==> src/rtl/hier_node_sequencer_if.sv <==
// Start/done handshake bundle between a hierarchy node, its parent and its children.
// With HIER_SEQ_SKIP_EN defined the bundle also carries the per-child enable vector.
interface hier_node_sequencer_if #(
    parameter int NUM_CHILDREN = 5,
    parameter int IDX_W        = (NUM_CHILDREN > 1) ? $clog2(NUM_CHILDREN) : 1
);
    logic                    start;
    logic                    mode;
    logic [NUM_CHILDREN-1:0] child_done;
`ifdef HIER_SEQ_SKIP_EN
    logic [NUM_CHILDREN-1:0] child_en;
`endif
    logic [NUM_CHILDREN-1:0] child_start;
    logic                    busy;
    logic                    done;
    logic                    timeout_err;
    logic [NUM_CHILDREN-1:0] done_mask;
    logic [IDX_W-1:0]        cur_idx;

`ifdef HIER_SEQ_SKIP_EN
    modport master (
        output start, mode, child_done, child_en,
        input  child_start, busy, done, timeout_err, done_mask, cur_idx
    );
    modport slave (
        input  start, mode, child_done, child_en,
        output child_start, busy, done, timeout_err, done_mask, cur_idx
    );
`else
    modport master (
        output start, mode, child_done,
        input  child_start, busy, done, timeout_err, done_mask, cur_idx
    );
    modport slave (
        input  start, mode, child_done,
        output child_start, busy, done, timeout_err, done_mask, cur_idx
    );
`endif
endinterface

==> src/rtl/hier_node_sequencer.sv <==
// Hierarchy node sequencer: launches NUM_CHILDREN children serially or in
// parallel, tracks their completion and aborts a launch that waits too long.
// Optional macro HIER_SEQ_SKIP_EN adds child_en; disabled children are never
// launched and count as already complete.
//
// state  | meaning
// -------+-----------------------------------------------------------
// IDLE   | waiting for start; child_done ignored
// LAUNCH | one cycle, child_start pulse(s) on the output
// WAIT   | sampling child_done, timeout counter running down
// FINISH | one cycle, done pulse on the output
module hier_node_sequencer #(
    parameter int NUM_CHILDREN   = 5,
    parameter int TIMEOUT_CYCLES = 16,
    parameter int IDX_W          = (NUM_CHILDREN > 1) ? $clog2(NUM_CHILDREN) : 1,
    parameter int TMO_W          = $clog2(TIMEOUT_CYCLES)
) (
    input  logic                 clk,
    input  logic                 rst,
    hier_node_sequencer_if.slave bus
);
    typedef enum logic [1:0] {
        ST_IDLE   = 2'd0,
        ST_LAUNCH = 2'd1,
        ST_WAIT   = 2'd2,
        ST_FINISH = 2'd3
    } state_t;

    // The timer runs down from here; reaching zero inside WAIT is the last allowed cycle.
    localparam logic [TMO_W-1:0] TMO_LOAD = TMO_W'(TIMEOUT_CYCLES - 1);

    state_t                  state_q, state_d;
    logic                    mode_q, mode_d;
    logic [IDX_W-1:0]        idx_q, idx_d;
    logic [TMO_W-1:0]        tmo_q, tmo_d;
    logic [NUM_CHILDREN-1:0] mask_q, mask_d;
    logic                    err_q, err_d;
    logic [NUM_CHILDREN-1:0] child_start_q, child_start_d;
    logic                    busy_q, busy_d;
    logic                    done_q, done_d;
    logic [NUM_CHILDREN-1:0] en_in, en_q, en_d;
    logic [NUM_CHILDREN-1:0] mask_upd;
    logic [IDX_W:0]          first_en, next_en;

    // {found, index} of the lowest enabled child at or above position from.
    function automatic logic [IDX_W:0] find_en(input logic [NUM_CHILDREN-1:0] en, input int from);
        logic [IDX_W:0] res;
        res = '0;
        for (int i = NUM_CHILDREN - 1; i >= 0; i--) begin
            if (en[i] && (i >= from)) begin
                res = {1'b1, IDX_W'(i)};
            end
        end
        return res;
    endfunction

`ifdef HIER_SEQ_SKIP_EN
    assign en_in = bus.child_en;

    // Enable vector is captured with the accepted start and held for the run.
    always_ff @(posedge clk or posedge rst) begin
        if (rst) begin
            en_q <= '0;
        end else begin
            en_q <= en_d;
        end
    end
`else
    assign en_in = '1;
    assign en_q  = '1;
`endif

    // Next-state and next-output decode; every output is registered from these.
    always_comb begin
        state_d  = state_q;
        mode_d   = mode_q;
        idx_d    = idx_q;
        tmo_d    = tmo_q;
        mask_d   = mask_q;
        err_d    = err_q;
        en_d     = en_q;
        mask_upd = mask_q | bus.child_done;
        first_en = find_en(en_in, 0);
        next_en  = find_en(en_q, int'(idx_q) + 1);

        case (state_q)
            ST_IDLE: begin
                if (bus.start) begin
                    mode_d = bus.mode;
                    en_d   = en_in;
                    err_d  = 1'b0;
                    mask_d = ~en_in;
                    idx_d  = '0;
                    if (!first_en[IDX_W]) begin
                        state_d = ST_FINISH;
                    end else begin
                        state_d = ST_LAUNCH;
                        if (!bus.mode) begin
                            idx_d = first_en[IDX_W-1:0];
                        end
                    end
                end
            end
            ST_LAUNCH: begin
                tmo_d   = TMO_LOAD;
                state_d = ST_WAIT;
            end
            ST_WAIT: begin
                if (mode_q) begin
                    mask_d = mask_upd;
                    if (&mask_upd) begin
                        state_d = ST_FINISH;
                    end
                end else if (bus.child_done[idx_q]) begin
                    mask_d[idx_q] = 1'b1;
                    if (next_en[IDX_W]) begin
                        idx_d   = next_en[IDX_W-1:0];
                        state_d = ST_LAUNCH;
                    end else begin
                        state_d = ST_FINISH;
                    end
                end
                // Completion in the expiry cycle wins: only a still-waiting launch times out.
                if (state_d == ST_WAIT) begin
                    if (tmo_q == '0) begin
                        err_d   = 1'b1;
                        state_d = ST_FINISH;
                    end else begin
                        tmo_d = tmo_q - TMO_W'(1);
                    end
                end
            end
            ST_FINISH: begin
                state_d = ST_IDLE;
            end
            default: begin
                state_d = ST_IDLE;
            end
        endcase

        busy_d        = (state_d != ST_IDLE);
        done_d        = (state_d == ST_FINISH);
        child_start_d = '0;
        if (state_d == ST_LAUNCH) begin
            child_start_d = mode_d ? en_d : (NUM_CHILDREN'(1) << idx_d);
        end
    end

    // State and registered outputs; reset aborts a run without a done pulse.
    always_ff @(posedge clk or posedge rst) begin
        if (rst) begin
            state_q       <= ST_IDLE;
            mode_q        <= 1'b0;
            idx_q         <= '0;
            tmo_q         <= '0;
            mask_q        <= '0;
            err_q         <= 1'b0;
            child_start_q <= '0;
            busy_q        <= 1'b0;
            done_q        <= 1'b0;
        end else begin
            state_q       <= state_d;
            mode_q        <= mode_d;
            idx_q         <= idx_d;
            tmo_q         <= tmo_d;
            mask_q        <= mask_d;
            err_q         <= err_d;
            child_start_q <= child_start_d;
            busy_q        <= busy_d;
            done_q        <= done_d;
        end
    end

    assign bus.child_start = child_start_q;
    assign bus.busy        = busy_q;
    assign bus.done        = done_q;
    assign bus.timeout_err = err_q;
    assign bus.done_mask   = mask_q;
    assign bus.cur_idx     = idx_q;
endmodule

==> src/flat_wrapper.sv <==
// flat-port wrapper written by rule: the top's interface ports become plain ports
module hier_node_sequencer_flat 
#(
    parameter int NUM_CHILDREN   = 5,
    parameter int TIMEOUT_CYCLES = 16,
    parameter int IDX_W          = (NUM_CHILDREN > 1) ? $clog2(NUM_CHILDREN) : 1,
    parameter int TMO_W          = $clog2(TIMEOUT_CYCLES)
)
  (clk, rst, bus_start, bus_mode, bus_child_done, bus_child_start, bus_busy, bus_done, bus_timeout_err, bus_done_mask, bus_cur_idx);
  hier_node_sequencer_if #(.NUM_CHILDREN(NUM_CHILDREN), .IDX_W(IDX_W)) bus_i ();
  input  logic clk;
  input  logic rst;
  input wire logic [$bits(bus_i.start)-1:0] bus_start;
  input wire logic [$bits(bus_i.mode)-1:0] bus_mode;
  input wire logic [$bits(bus_i.child_done)-1:0] bus_child_done;
  output wire logic [$bits(bus_i.child_start)-1:0] bus_child_start;
  output wire logic [$bits(bus_i.busy)-1:0] bus_busy;
  output wire logic [$bits(bus_i.done)-1:0] bus_done;
  output wire logic [$bits(bus_i.timeout_err)-1:0] bus_timeout_err;
  output wire logic [$bits(bus_i.done_mask)-1:0] bus_done_mask;
  output wire logic [$bits(bus_i.cur_idx)-1:0] bus_cur_idx;
  assign bus_i.start = bus_start;
  assign bus_i.mode = bus_mode;
  assign bus_i.child_done = bus_child_done;
  assign bus_child_start = bus_i.child_start;
  assign bus_busy = bus_i.busy;
  assign bus_done = bus_i.done;
  assign bus_timeout_err = bus_i.timeout_err;
  assign bus_done_mask = bus_i.done_mask;
  assign bus_cur_idx = bus_i.cur_idx;
  hier_node_sequencer #(.NUM_CHILDREN(NUM_CHILDREN), .TIMEOUT_CYCLES(TIMEOUT_CYCLES), .IDX_W(IDX_W), .TMO_W(TMO_W)) u_core (.clk(clk), .rst(rst), .bus(bus_i));
endmodule
==> config.mk <==
export PLATFORM = sky130hd
export DESIGN_NAME = hier_node_sequencer_flat
export DESIGN_NICKNAME = d
export VERILOG_FILES = /design/src/rtl/hier_node_sequencer_if.sv /design/src/rtl/hier_node_sequencer.sv /design/src/flat_wrapper.sv
export SDC_FILE = /design/constraint.sdc
export NUM_CORES = 1
export LEC_CHECK = 0
export ABC_AREA = 1
export BUFFER_PORTS_ARGS = -buffer_cell sky130_fd_sc_hd__buf_2
export CAP_MARGIN = 20
export CORE_MARGIN = 2
export CORE_UTILIZATION = 50
export DETAILED_ROUTE_END_ITERATION = 10
export PLACE_DENSITY = 0.85
export SETUP_SLACK_MARGIN = 0.5
export SYNTH_ARGS = -nofsm -noshare
export SYNTH_HDL_FRONTEND = slang
export SYNTH_SLANG_ARGS = --single-unit
==> constraint.sdc <==
create_clock -name clk -period 1.7 [get_ports clk]
set_input_delay 0.085 -clock clk [delete_from_list [all_inputs] [get_ports clk]]
set_output_delay 0.085 -clock clk [all_outputs]
set_load 0.01 [all_outputs]
# Yosys cells after proc, flatten, opt, wreduce, memory -nomap -nowiden
# Cells that the tools add are included.
# word_totals
reg_bits	23
in_bits	9
out_inout_bits	16
elab_cells	80
# op_classes
add_sub_neg	2
magnitude_cmp	7
eq_ne	11
shifts	1
muxes	38
n_bitwise	2
n_reduce_logical	10
# ops
cell	count
$ge 3x32->1 const A	2
$ge 1x32->1 const A	1
$ge 2x32->1 const A	1
$ge 4x32->1 const A	1
$mux 4	7
$mux 5	5
$mux 2	8
$mux 3	4
$or 5x5->5	2
$pmux 5 s2	1
$eq 2x2->1 const B	4
$pmux 2 s4	1
$pmux 4 s2	1
$mux 1	7
$pmux 3 s2	1
$reduce_and 3->1	2
$reduce_bool 2->1	3
$reduce_and 5->1	1
$shl 1x3->5 const A	1
$add 3x1->4 const B	1
$eq 2x1->1 const B	2
$logic_not 4->1	1
$lt 3x4->1 const B	1
$ne 2x1->1 const B	2
10 further kinds	11

# Depth between registers and ports, before layout
# logic_depth
word_depth	16
mapped_depth	15
depth_no_buf	15

# Least setup slack after synthesis
# No wires, ideal clock.
# synth_path
kind	flip-flop to flip-flop
startpoint	register u_core.idx_q[0] (netlist: u_core.bus.cur_idx[0])
endpoint	register u_core.child_start_q[0] (netlist: u_core.bus.child_start[0])
setup_time_ns	0.079
arrival_time_ns	1.640
required_ns	1.621
slack_ns	-0.019
stages_incl_launch_ff	13
path_buffers	1
period_less_slack_ns	1.719
cell_sequence	dfrtp_1 buf_6 inv_4 ha_1 inv_1 nand2_1 nand4_1 nand4_1 nand3_1 nand2_1 nor2_1 nand2_1 a21oi_1
# synth_between
elab_cells_between_ends	30
classes_between	add/sub: 1; order compare: 5; eq/ne: 2; shift: 1; mux: 21
# synth_lines
element	line_no	rtl
start, declared	hier_node_sequencer.sv:34	logic [IDX_W-1:0] idx_q, idx_d;
start signal, assigned	hier_node_sequencer.sv:164	idx_q <= idx_d;
$add 3x1->4	hier_node_sequencer.sv:84	next_en = find_en(en_q, int'(idx_q) + 1);
$ge 4x32->1	hier_node_sequencer.sv:50	if (en[i] && (i >= from)) begin
$mux 4 (5 in a row)	hier_node_sequencer.sv:50	
$mux 3	hier_node_sequencer.sv:116	if (next_en[IDX_W]) begin
$mux 3	hier_node_sequencer.sv:114	end else if (bus.child_done[idx_q]) begin
$mux 3	hier_node_sequencer.sv:109	if (mode_q) begin
$pmux 3 s2 *	hier_node_sequencer.sv:86	case (state_q)
net u_core.idx_d[0]	hier_node_sequencer.sv:34	
$shl 1x3->5 *	hier_node_sequencer.sv:145	child_start_d = mode_d ? en_d : (NUM_CHILDREN'(1) << idx_d);
$mux 5 *	hier_node_sequencer.sv:145	
$mux 5 *	hier_node_sequencer.sv:144	if (state_d == ST_LAUNCH) begin
net u_core.child_start_d[0]	hier_node_sequencer.sv:38	logic [NUM_CHILDREN-1:0] child_start_q, child_start_d;
end signal, assigned	hier_node_sequencer.sv:168	child_start_q <= child_start_d;
end, declared	hier_node_sequencer.sv:38	
# The timed path passes the listed nets; every way through them passes the cells marked *. The select of a mux whose other input is x is not followed.
# A chain may end at the register's enable or synchronous reset.

# Worst setup path after layout
# layout_path
startpoint	register u_core.idx_q[1] (netlist: u_core.bus.cur_idx[1])
endpoint	register u_core.child_start_q[3] (netlist: u_core.bus.child_start[3])
# layout_between
elab_chain_len	16
elab_cells_between_ends	30
classes_between	add/sub: 1; order compare: 5; eq/ne: 2; shift: 1; mux: 21
# layout_rtl
element	line_no	rtl
$add 3x1->4	hier_node_sequencer.sv:84	
$ge 4x32->1	hier_node_sequencer.sv:50	
$mux 4 (5 in a row)	hier_node_sequencer.sv:50	
$mux 2	hier_node_sequencer.sv:116	
$mux 2	hier_node_sequencer.sv:114	
$mux 2	hier_node_sequencer.sv:109	
$mux 2	hier_node_sequencer.sv:86	
$eq 2x2->1 / $mux 2 (equally long branches)	hier_node_sequencer.sv:124, hier_node_sequencer.sv:125	
$mux 2	hier_node_sequencer.sv:124	if (state_d == ST_WAIT) begin
$pmux 2 s4	hier_node_sequencer.sv:86	
$eq 2x1->1	hier_node_sequencer.sv:144	
$mux 5 *	hier_node_sequencer.sv:144	
net u_core.child_start_d[3]	hier_node_sequencer.sv:38	
# Marks and branches as above.

==> metrics.cfg <==
[global_route]
grt_pass1_vias = 1520
grt_max_degree = 24
grt.total_usage = 0.244
grt_pass1_wl_mm = 6.62
overflow = 0
antenna_found_initial = 0

[cells_and_area]
layout.nets = 282
final_cells = 298
n_antenna_cell = 0
area_delta_synth_final_pct = 41.4
final_core_util = 0.729
drive_above_1_share = 0.464
finalInstanceArea_sq_um = 2170

[synth]
avgSynthCellArea_sq_um = 7.20
ys_async_sr_fraction = 1.00
syn_inst = 213
ys_ff_latch = 23
synth_fp_nets = 229
ys_types = 26
synth_area_sq_um = 1530
synth-edff-count = 0
yosysSeqAreaShare = 0.375
synth_ff_type = dfrtp_1
yosys_warnings = 0

[drt]
drtIter0Drc = 49
firstDrtPassIters = 4
vias = 1605
via_per_inst = 5.39
wl_mm = 3.97
wl_per_cell_um = 13.3
ant_nets = 0
drc = 0

[floorplanning]
die_h_um = 59.4
core_sq_um = 2980
start_util = 0.515
rows = 20
boundaryPins = 25
fp.dieW_um = 59.4
die_area_sq_um = 3530

[worst_setup_path]
worst-path-buf-inv = 2
critical-path-slowest-cell = dfrtp_2
crit_arrival_ps = 2110
worstPathMaxFanout = 5
required_ps = 1970
cp_top_family = simple AND/OR/NAND/NOR gates
cp-start-kind = flop
r2r-start = u_core.bus.cur_idx[1]$_DFF_PP0_
critical_path_class = flop to flop
slowest_delay_ps = 450
cpMostUsedCell = nand2_2
startpoint = u_core.bus.cur_idx[1]$_DFF_PP0_
end_kind = flop
crit_chain = buf_12, ha_4, nand2_1, nand2_2, nand2_2, nand2_2, nand2_1, nand2_1, nand2_2, nand2_2, nand2_1, nand2_2, nor2_1, nand2_1, inv_1

[cts]
cts.path.max_buffers = 2
clock_sinks = 23
clkTransAtPathRegs_ps = 140
root_buffer = clkbuf_4
cts_tree = done
cts_buffers = 3
clock_latency_ps = 320
htreeDepth = 1

[power]
p_leak_nw = 1.12
ir_drop_mv = 0.982
p_total_mw = 4.06
power_density_nw_per_um2 = 1870

[job]
drv_cap = 0

[run_status]
status = complete, but fails checks
failed_checks = setup timing

[timing]
rsz0062_at_grt = yes
final_max_slew_viol_count = 0
skew_ps = 5.72
relSlewSlack = 0.797
fmax_ghz = 0.543
hold_viol_final = 0
holdWs_ps = 102
worst_pin_slew_ps = 304
period_minus_slack_ps = 1840
setup_slack_ps = -141
timing.final.setup_violations = 13
min_period_over_period = 1.08

[placed_design]
placed_area_sq_um = 1860
place.gp.congestion = 0.881
dp_cells = 284
io_buffers = 24
post-dp-hpwl_mm = 2.54

[min_path]
hold_path.class = input port to flop
hold_start = bus_mode

[state kept, by name, summed over array words and instances (netlist names)]
signal and flops:
u_core.bus.done 1, u_core.bus.busy 1, u_core.tmo_q 4, u_core.bus.done_mask 5
u_core.mode_q 1, u_core.bus.timeout_err 1, u_core.state_q 2, u_core.bus.child_start 5
u_core.bus.cur_idx 3
[worst reg2reg max path, stage by stage, from the launching register on]
cell	delay, ps
dfrtp_2	450
buf_12	140
ha_4	150
nand2_1	70
nand2_2	70
nand2_2	70
nand2_2	80
nand2_1	70
nand2_1	60
nand2_2	90
nand2_2	80
nand2_1	90
nand2_2	90
nor2_1	150
nand2_1	70
inv_1	50
[logic make-up (layout without fill, tap and decap cells)]
logic type,Yosys count,in the layout,share of synthesized area
and+or+nand+nor,120,120,0.365
DFF,23,23,0.375
AOI/OAI and AO/OA,22,22,0.0865
xor gates and xnor gates,1,1,0.00571
adders and majority gates,7,7,0.0571
buffers and inverters,40,92,0.111
[cells in the mapped netlist, types with 2 or more instances]
library cell  count  area share
buf_2             2      0.0065
o21ai_0           7       0.023
ha_1              7       0.057
nand2_1          57        0.14
buf_6             2       0.015
inv_1            33       0.081
dfrtp_1          23        0.38
nor2_2            3       0.012
nand3_1          16       0.052
nand2_2           8       0.033
nand4_1          11       0.045
nor2_1           20       0.049
a21oi_1           6       0.020
o21ai_1           6       0.020
[worst paths after layout]
kind	to	slack (ps)	cells past startpoint
worst max-delay path	u_core.bus.child_start[3]$_DFF_PP0_	-140	15
worst min-delay path	u_core.mode_q$_DFF_PP0_	100	4
worst max register to register	u_core.bus.child_start[3]$_DFF_PP0_	-140	15
worst min register to register	u_core.tmo_q[1]$_DFFE_PP0P_	510	2
max in group asynchronous	u_core.bus.cur_idx[0]$_DFF_PP0_	1110	4
min in group asynchronous	u_core.tmo_q[3]$_DFFE_PP0P_	340	4
[report_power, final]
part	total [mW]	switching, mW	internal [mW]	leakage, nW
Sequential	0.872	0.119	0.753	0.289
Clock	0.268	0.180	0.0882	0.0177
Combinational	2.92	1.69	1.24	0.815
Total	4.06	1.99	2.08	1.12
[layout make-up]
cell class,count,area (sq um)
Multi-Input combinational cell,150,993
Clock inverter,1,5.00
Inverter,35,136
Sequential cell,23,579
Fill cell,197,808
Clock buffer,3,22.5
Timing Repair Buffer,53,392
Tap cell,33,41.3
[cell usage in the layout (no fill, tap or decap), drive strengths merged]
| cell | Yosys | routed |
|---|---|---|
| xnor2 | 1 | 1 |
| o21ai | 13 | 13 |
| nand4 | 11 | 11 |
| nor3b | 1 | 1 |
| nand3 | 18 | 18 |
| a31oi | 1 | 1 |
| clkinv | 0 | 1 |
| clkbuf | 0 | 3 |
| o2111ai | 1 | 1 |
| nand2 | 65 | 65 |
| dfrtp | 23 | 23 |
| nor2 | 24 | 24 |
| a21oi | 7 | 7 |
| buf | 5 | 52 |
| ha | 7 | 7 |
| dlygate4sd3 | 0 | 1 |
| or2 | 1 | 1 |
| inv | 35 | 35 |
[repair_timing]
item,CTS,global route
endpoints found under the setup margin,25,26
hold buffers,1,0
gates resized for setup,31,27
cloned,1,0
pin swaps,11,11
setup buffers,7,1
hold endpoints to repair,23,0
[layer usage]
layer,track usage,share of wire,routed length (um),vias to the layer above
li1,-,-,-,784
met1,0.324,0.42,1650,772
met2,0.411,0.52,2070,43
met3,0.0371,0.052,207,6
met4,0.0682,0.0096,38,0
met5,0,0,0,-
[per-stage QoR]
step                setup slack [ps]  TNS, ps
global route                    -310    -2980
finish                          -141     -876
floorplan                       75.6        0
global placement               -56.5     -231
detailed placement             -89.0     -591
CTS                            -73.8     -643
Note: power is estimated with default switching activity, not from simulation.
